==> config.mk <==
export PLATFORM = sky130hd
export DESIGN_NAME = multi_port_register_file_flat
export DESIGN_NICKNAME = d
export VERILOG_FILES = /design/src/rtl/multi_port_register_file_pkg.sv /design/src/rtl/multi_port_register_file_if.sv /design/src/rtl/register_file_clear_sequencer.sv /design/src/rtl/multi_port_register_file.sv /design/src/flat_wrapper.sv
export SDC_FILE = /design/constraint.sdc
export NUM_CORES = 1
export LEC_CHECK = 0
export CAP_MARGIN = 0
export CORE_AREA = 2 2 339 257
export CTS_CLUSTER_SIZE = 30
export DETAILED_ROUTE_END_ITERATION = 8
export DIE_AREA = 0 0 341 259
export MAX_ROUTING_LAYER = met4
export PLACE_DENSITY = 0.73
export SLEW_MARGIN = 20
export SYNTH_ARGS = -nofsm -noshare
export SYNTH_HDL_FRONTEND = slang
export SYNTH_SLANG_ARGS = --single-unit
==> constraint.sdc <==
create_clock -name Clock -period 7.2 [get_ports Clock]
set_input_delay 1.08 -clock Clock [delete_from_list [all_inputs] [get_ports Clock]]
set_output_delay 1.08 -clock Clock [all_outputs]
set_load 0.02 [all_outputs]
==> src/rtl/multi_port_register_file_pkg.sv <==
// Shared types and default geometry for the multi-port register file.
// Optional build macro used by the top level: REGFILE_BYPASS_EN (write-through forwarding).
package multi_port_register_file_pkg;

  typedef enum logic {
    IDLE  = 1'b0,
    CLEAR = 1'b1
  } state_t;

  localparam int unsigned DefaultAddressWidth  = 6;
  localparam int unsigned DefaultRegisterWidth = 16;
  localparam int unsigned DefaultReadPorts     = 2;
  localparam int unsigned DefaultZeroRegister  = 1;

endpackage

==> src/rtl/multi_port_register_file_if.sv <==
// Control, write and read-port bundle between the datapath control and the register file.
interface multi_port_register_file_if
  import multi_port_register_file_pkg::*;
#(
  parameter int unsigned AddressWidth  = DefaultAddressWidth,
  parameter int unsigned RegisterWidth = DefaultRegisterWidth,
  parameter int unsigned ReadPorts     = DefaultReadPorts
);

  logic                                      ClearRequest;
  logic                                      Busy;
  logic                                      WriteEnable;
  logic [AddressWidth-1:0]                   WriteAddress;
  logic [RegisterWidth-1:0]                  WriteData;
  logic                                      WriteError;
  logic [ReadPorts-1:0][AddressWidth-1:0]    ReadAddress;
  logic [ReadPorts-1:0][RegisterWidth-1:0]   ReadData;

  modport master (
    output ClearRequest, WriteEnable, WriteAddress, WriteData, ReadAddress,
    input  Busy, WriteError, ReadData
  );

  modport slave (
    input  ClearRequest, WriteEnable, WriteAddress, WriteData, ReadAddress,
    output Busy, WriteError, ReadData
  );

endinterface

==> src/rtl/register_file_clear_sequencer.sv <==
// Walks a zero write across every entry after reset or on request; flags writes attempted meanwhile.
module register_file_clear_sequencer
  import multi_port_register_file_pkg::*;
#(
  parameter int unsigned AddressWidth = DefaultAddressWidth
) (
  input  logic                    Clock,
  input  logic                    nReset,
  input  logic                    ClearRequest,
  input  logic                    WriteEnable,
  output logic                    Busy,
  output logic                    WriteError,
  output logic [AddressWidth-1:0] clear_index,
  output logic                    clear_write_c
);

  localparam int unsigned RegisterHeight = 1 << AddressWidth;
  localparam logic [AddressWidth-1:0] LastIndex = AddressWidth'(RegisterHeight - 1);

  state_t state;

  // ClearRequest is only looked at in IDLE, so a running clear is never restarted or stretched.
  always_ff @(posedge Clock or negedge nReset) begin
    if (!nReset) begin
      state       <= CLEAR;
      clear_index <= '0;
      Busy        <= 1'b1;
      WriteError  <= 1'b0;
    end else begin
      WriteError <= WriteEnable && (state == CLEAR);
      case (state)
        CLEAR: begin
          clear_index <= clear_index + AddressWidth'(1);
          if (clear_index == LastIndex) begin
            state <= IDLE;
            Busy  <= 1'b0;
          end
        end
        IDLE: begin
          if (ClearRequest) begin
            state       <= CLEAR;
            clear_index <= '0;
            Busy        <= 1'b1;
          end
        end
        default: begin
          state <= CLEAR;
          Busy  <= 1'b1;
        end
      endcase
    end
  end

  assign clear_write_c = (state == CLEAR);

endmodule

==> src/rtl/multi_port_register_file.sv <==
// One-write, N-read register file with optional hardwired zero entry and a self-clearing array.
// Define REGFILE_BYPASS_EN to forward same-cycle write data to matching read ports.
module multi_port_register_file
  import multi_port_register_file_pkg::*;
#(
  parameter int unsigned AddressWidth  = DefaultAddressWidth,
  parameter int unsigned RegisterWidth = DefaultRegisterWidth,
  parameter int unsigned ReadPorts     = DefaultReadPorts,
  parameter int unsigned ZeroRegister  = DefaultZeroRegister
) (
  input  logic                      Clock,
  input  logic                      nReset,
  multi_port_register_file_if.slave bus
);

  localparam int unsigned RegisterHeight = 1 << AddressWidth;

  logic                                    busy;
  logic                                    write_error;
  logic [AddressWidth-1:0]                 clear_index;
  logic                                    clear_write_c;
  logic                                    write_ok_c;
  logic [RegisterWidth-1:0]                registers [RegisterHeight];
  logic [ReadPorts-1:0][RegisterWidth-1:0] read_data_c;

  register_file_clear_sequencer #(
    .AddressWidth (AddressWidth)
  ) u_clear_sequencer (
    .Clock         (Clock),
    .nReset        (nReset),
    .ClearRequest  (bus.ClearRequest),
    .WriteEnable   (bus.WriteEnable),
    .Busy          (busy),
    .WriteError    (write_error),
    .clear_index   (clear_index),
    .clear_write_c (clear_write_c)
  );

  // A write lands only in IDLE and never on the hardwired zero entry.
  assign write_ok_c = bus.WriteEnable && !busy
                      && !((ZeroRegister != 0) && (bus.WriteAddress == '0));

  // Storage is deliberately unreset; the clear sequencer defines its contents.
  always_ff @(posedge Clock) begin
    if (clear_write_c) begin
      registers[clear_index] <= '0;
    end else if (write_ok_c) begin
      registers[bus.WriteAddress] <= bus.WriteData;
    end
  end

  always_comb begin
    read_data_c = '0;
    for (int p = 0; p < int'(ReadPorts); p++) begin
      if (busy || ((ZeroRegister != 0) && (bus.ReadAddress[p] == '0))) begin
        read_data_c[p] = '0;
`ifdef REGFILE_BYPASS_EN
      end else if (write_ok_c && (bus.ReadAddress[p] == bus.WriteAddress)) begin
        read_data_c[p] = bus.WriteData;
`endif
      end else begin
        read_data_c[p] = registers[bus.ReadAddress[p]];
      end
    end
  end

  assign bus.ReadData   = read_data_c;
  assign bus.Busy       = busy;
  assign bus.WriteError = write_error;

endmodule
==> src/flat_wrapper.sv <==
// flat-port wrapper written by rule: the top's interface ports become plain ports
module multi_port_register_file_flat import multi_port_register_file_pkg::*;
#(
  parameter int unsigned AddressWidth  = DefaultAddressWidth,
  parameter int unsigned RegisterWidth = DefaultRegisterWidth,
  parameter int unsigned ReadPorts     = DefaultReadPorts,
  parameter int unsigned ZeroRegister  = DefaultZeroRegister
)
  (Clock, nReset, bus_ClearRequest, bus_WriteEnable, bus_WriteAddress, bus_WriteData, bus_ReadAddress, bus_Busy, bus_WriteError, bus_ReadData);
  multi_port_register_file_if #(.AddressWidth(AddressWidth), .RegisterWidth(RegisterWidth), .ReadPorts(ReadPorts)) bus_i ();
  input  logic Clock;
  input  logic nReset;
  input wire logic [$bits(bus_i.ClearRequest)-1:0] bus_ClearRequest;
  input wire logic [$bits(bus_i.WriteEnable)-1:0] bus_WriteEnable;
  input wire logic [$bits(bus_i.WriteAddress)-1:0] bus_WriteAddress;
  input wire logic [$bits(bus_i.WriteData)-1:0] bus_WriteData;
  input wire logic [$bits(bus_i.ReadAddress)-1:0] bus_ReadAddress;
  output wire logic [$bits(bus_i.Busy)-1:0] bus_Busy;
  output wire logic [$bits(bus_i.WriteError)-1:0] bus_WriteError;
  output wire logic [$bits(bus_i.ReadData)-1:0] bus_ReadData;
  assign bus_i.ClearRequest = bus_ClearRequest;
  assign bus_i.WriteEnable = bus_WriteEnable;
  assign bus_i.WriteAddress = bus_WriteAddress;
  assign bus_i.WriteData = bus_WriteData;
  assign bus_i.ReadAddress = bus_ReadAddress;
  assign bus_Busy = bus_i.Busy;
  assign bus_WriteError = bus_i.WriteError;
  assign bus_ReadData = bus_i.ReadData;
  multi_port_register_file #(.AddressWidth(AddressWidth), .RegisterWidth(RegisterWidth), .ReadPorts(ReadPorts), .ZeroRegister(ZeroRegister)) u_core (.Clock(Clock), .nReset(nReset), .bus(bus_i));
endmodule
==> qor.yml <==
nFillCells: 5818
finalSetupViolations: 0
yosys.area.top_type_share_pct: 64.0
synth.distinct_cells: 58
io_buffers: 71
core_area_sq_mm: 0.0851
p_leak_nw: 17.0
power.density_mw_per_mm2: 276
post_drt_wl_per_cell_um: 40.1
synth-main-ff-cell: "edfxtp_1"
synth_seq_cells: 1033
vias: 29200
clkSlewWorstSetupHoldPaths_ns: 0.06
fin_setup_tns_ns: 0
syn_area_sq_mm: 0.0481
track_usage_pct: 36.4
wirelength_mm: 154
die_h_um: 259
cts_buffer_depth: 3
start_util_pct: 56.5
grt_max_degree: 71
syn-num-nets: 2562
ios: 72
cp_slowest_cell: "a2111oi_0"
p_comb_share_pct: 15.9
clkPwrFrac_pct: 35.7
relSlewSlack_pct: 9.53
min_path_type: "flip-flop to flip-flop"
critPathKind: "input port to primary output"
switchingPower_mw: 4.06
timing.critical_path.to_type: "primary output"
htreeDepth: 3
postCtsResizedCells: 0
slowest_delay_ns: 0.86
rsz0062_at_grt: "false"
max-vdd-ir-drop_v: 0.000284
finalCriticalPeriod_ns: 6.14
pwr-share-seq_pct: 48.4
cp_max_fo: 25
swShare_pct: 27.4
drc: 0
die-area_sq_mm: 0.0883
power_mw: 14.8
yosysWarnings: 0
crit_path_frequent_cell: "clkdlybuf4s50_1"
drive_gt1_share_pct: 30.4
yosysMostFrequentCell: "edfxtp_1"
rows: 93
synth_edf_count: 1024
crit_arrival_ns: 5.06
post-cts-setup-buffer-count: 0
hold_buffers: 0
crit_required_ns: 6.12
synthTopCellsByCount: "1024 x edfxtp_1, 446 x mux4_2, 194 x mux2i_1, 108 x o22ai_1, 89 x nor2_1"
avgViaCountPerCell: 7.59
drt_iter0_drc: 5783
final_hold_viol_count: 0
grt-ovfl-total: 0
cts_buffers: 99
synth.largest_area_cell: "edfxtp_1"
syn_area_per_cell_sq_um: 19.0
drtAntennaViolNets: 0
path_cells: "clkdlybuf4s50_1 -> buf_12 -> or3_2 -> buf_4 -> o22ai_1 -> a2111oi_0 -> o31ai_1 -> clkdlybuf4s50_1"
fin_nets: 2660
max_freq_mhz: 163
tightest_slew_ns: 1.34
area_growth_pct: 11.7
grt_pass1_vias: 28000
place.gp.congestion: 1.02
dp_hpwl_mm: 98.9
synth_seq_area_share_pct: 64.5
drt-pass1-iter-count: 6
hold_depth: 1
cap_violations: 0
async_flop_share_pct: 0.871
cts_tree: "built"
fin_skew_ns: 0.0211
clock_latency_ns: 0.68
status: "finished, final reports clean"
slew_violations: 0
start_kind: "input port"
final_util_pct: 63.1
antenna_found_initial: 11
fin_crit_sh_pct: 85.2
grt_pass1_wl_mm: 216
syn-instance-count: 2523
reg2regPathDepth: 6
synth_area_leaders: "edfxtp_1 64%, mux4_2 21%, mux2i_1 4.0%, o22ai_1 1.4%, nor2_1 0.70%"
die-width_um: 341
cts_root_buffer: "clkbuf_16"
internal_power_mw: 10.8
cts.sinks: 1033
-- worst max-delay path, delay by kind of cell --
family | cells | cell delay, ns
compound gates | 3 | 1.23
buf+inv | 4 | 2.12
simple gates | 1 | 0.59
-- layout make-up --
class,count,area (sq um),share of cell area (%)
clock buffers,119,2590,4.84
clock inverters,60,622,1.16
repair buffers,193,1740,3.25
multi-input cells,1290,16300,30.3
flip-flops and latches,1033,31000,57.7
well taps,1140,1430,2.66
inverters,4,15.0,0.0280
diodes,7,17.5,0.0326
-- cell usage in the layout (no fill, tap or decap), types with 40 or more instances in the layout --
master and instances:
edfxtp_1 1024, buf_4 115, mux4_2 446, a22oi_1 40, mux2i_1 194, o22ai_1 108
nor2_1 47, clkdlybuf4s50_1 62, clkbuf_16 101
-- routing by layer --
metal | vias to the layer above | GRT usage (%) | part of all wire (%)
li1 | 11100 | - | -
met1 | 15200 | 50.8 | 36
met2 | 2586 | 50.4 | 44
met3 | 289 | 14.1 | 17
met4 | 0 | 9.88 | 3.1
met5 | - | - | 0
-- sequential cells by signal, summed over array words and instances, names as in the netlist --
register,count
u_core.registers,1024
u_core.u_clear_sequencer.Busy,1
u_core.u_clear_sequencer.clear_index,6
u_core.u_clear_sequencer.WriteError,1
u_core.u_clear_sequencer.clear_write_c,1
-- power by group through the flow --
stage,registers (mW),logic (mW),clock network (mW)
3_5_place_dp,7.29,2.26,0
2_1_floorplan,7.22,1.26,0
6_report,7.18,2.35,5.29
4_1_cts,7.17,2.27,5.31
5_1_grt,7.21,2.39,5.53
3_3_place_gp,7.26,2.24,0
-- metrics by stage --
step	instance area (sq um)	hold WS (ns)	instances	setup WS, ns
floorplan	48100	0.487	2523	3.08
global placement	50400	0.518	3660	1.30
detailed placement	50400	0.526	3660	1.29
CTS	53600	0.535	3839	1.24
global route	53700	0.561	3846	1.02
finish	53700	0.545	3846	1.06
-- worst paths after layout --
path	endpoint	slack, ns	from
setup / recovery	bus_ReadData[26]	1.06	bus_ReadAddress[9]
hold / removal	u_core.u_clear_sequencer.clear_index[4]	0.54	u_core.u_clear_sequencer.clear_index[4]
setup reg to reg	u_core.registers[41][10]	2.91	u_core.u_clear_sequencer.Busy
hold reg to reg	u_core.u_clear_sequencer.clear_index[4]	0.54	u_core.u_clear_sequencer.clear_index[4]
max in group asynchronous	u_core.u_clear_sequencer.Busy	6.19	nReset
min in group asynchronous	u_core.u_clear_sequencer.clear_index[3]	0.69	nReset
-- cell families (layout without fill, tap and decap cells) --
kind of cell,after synthesis,after routing,share of synthesized area (%)
compound gates,381,381,5.53
fa+ha+maj,1,1,0.0260
buf+inv,200,376,2.07
flops,1033,1033,64.5
mux,651,651,25.2
other cells,0,7,0
simple gates,257,257,2.72
Note: power is estimated with default switching activity, not from simulation.
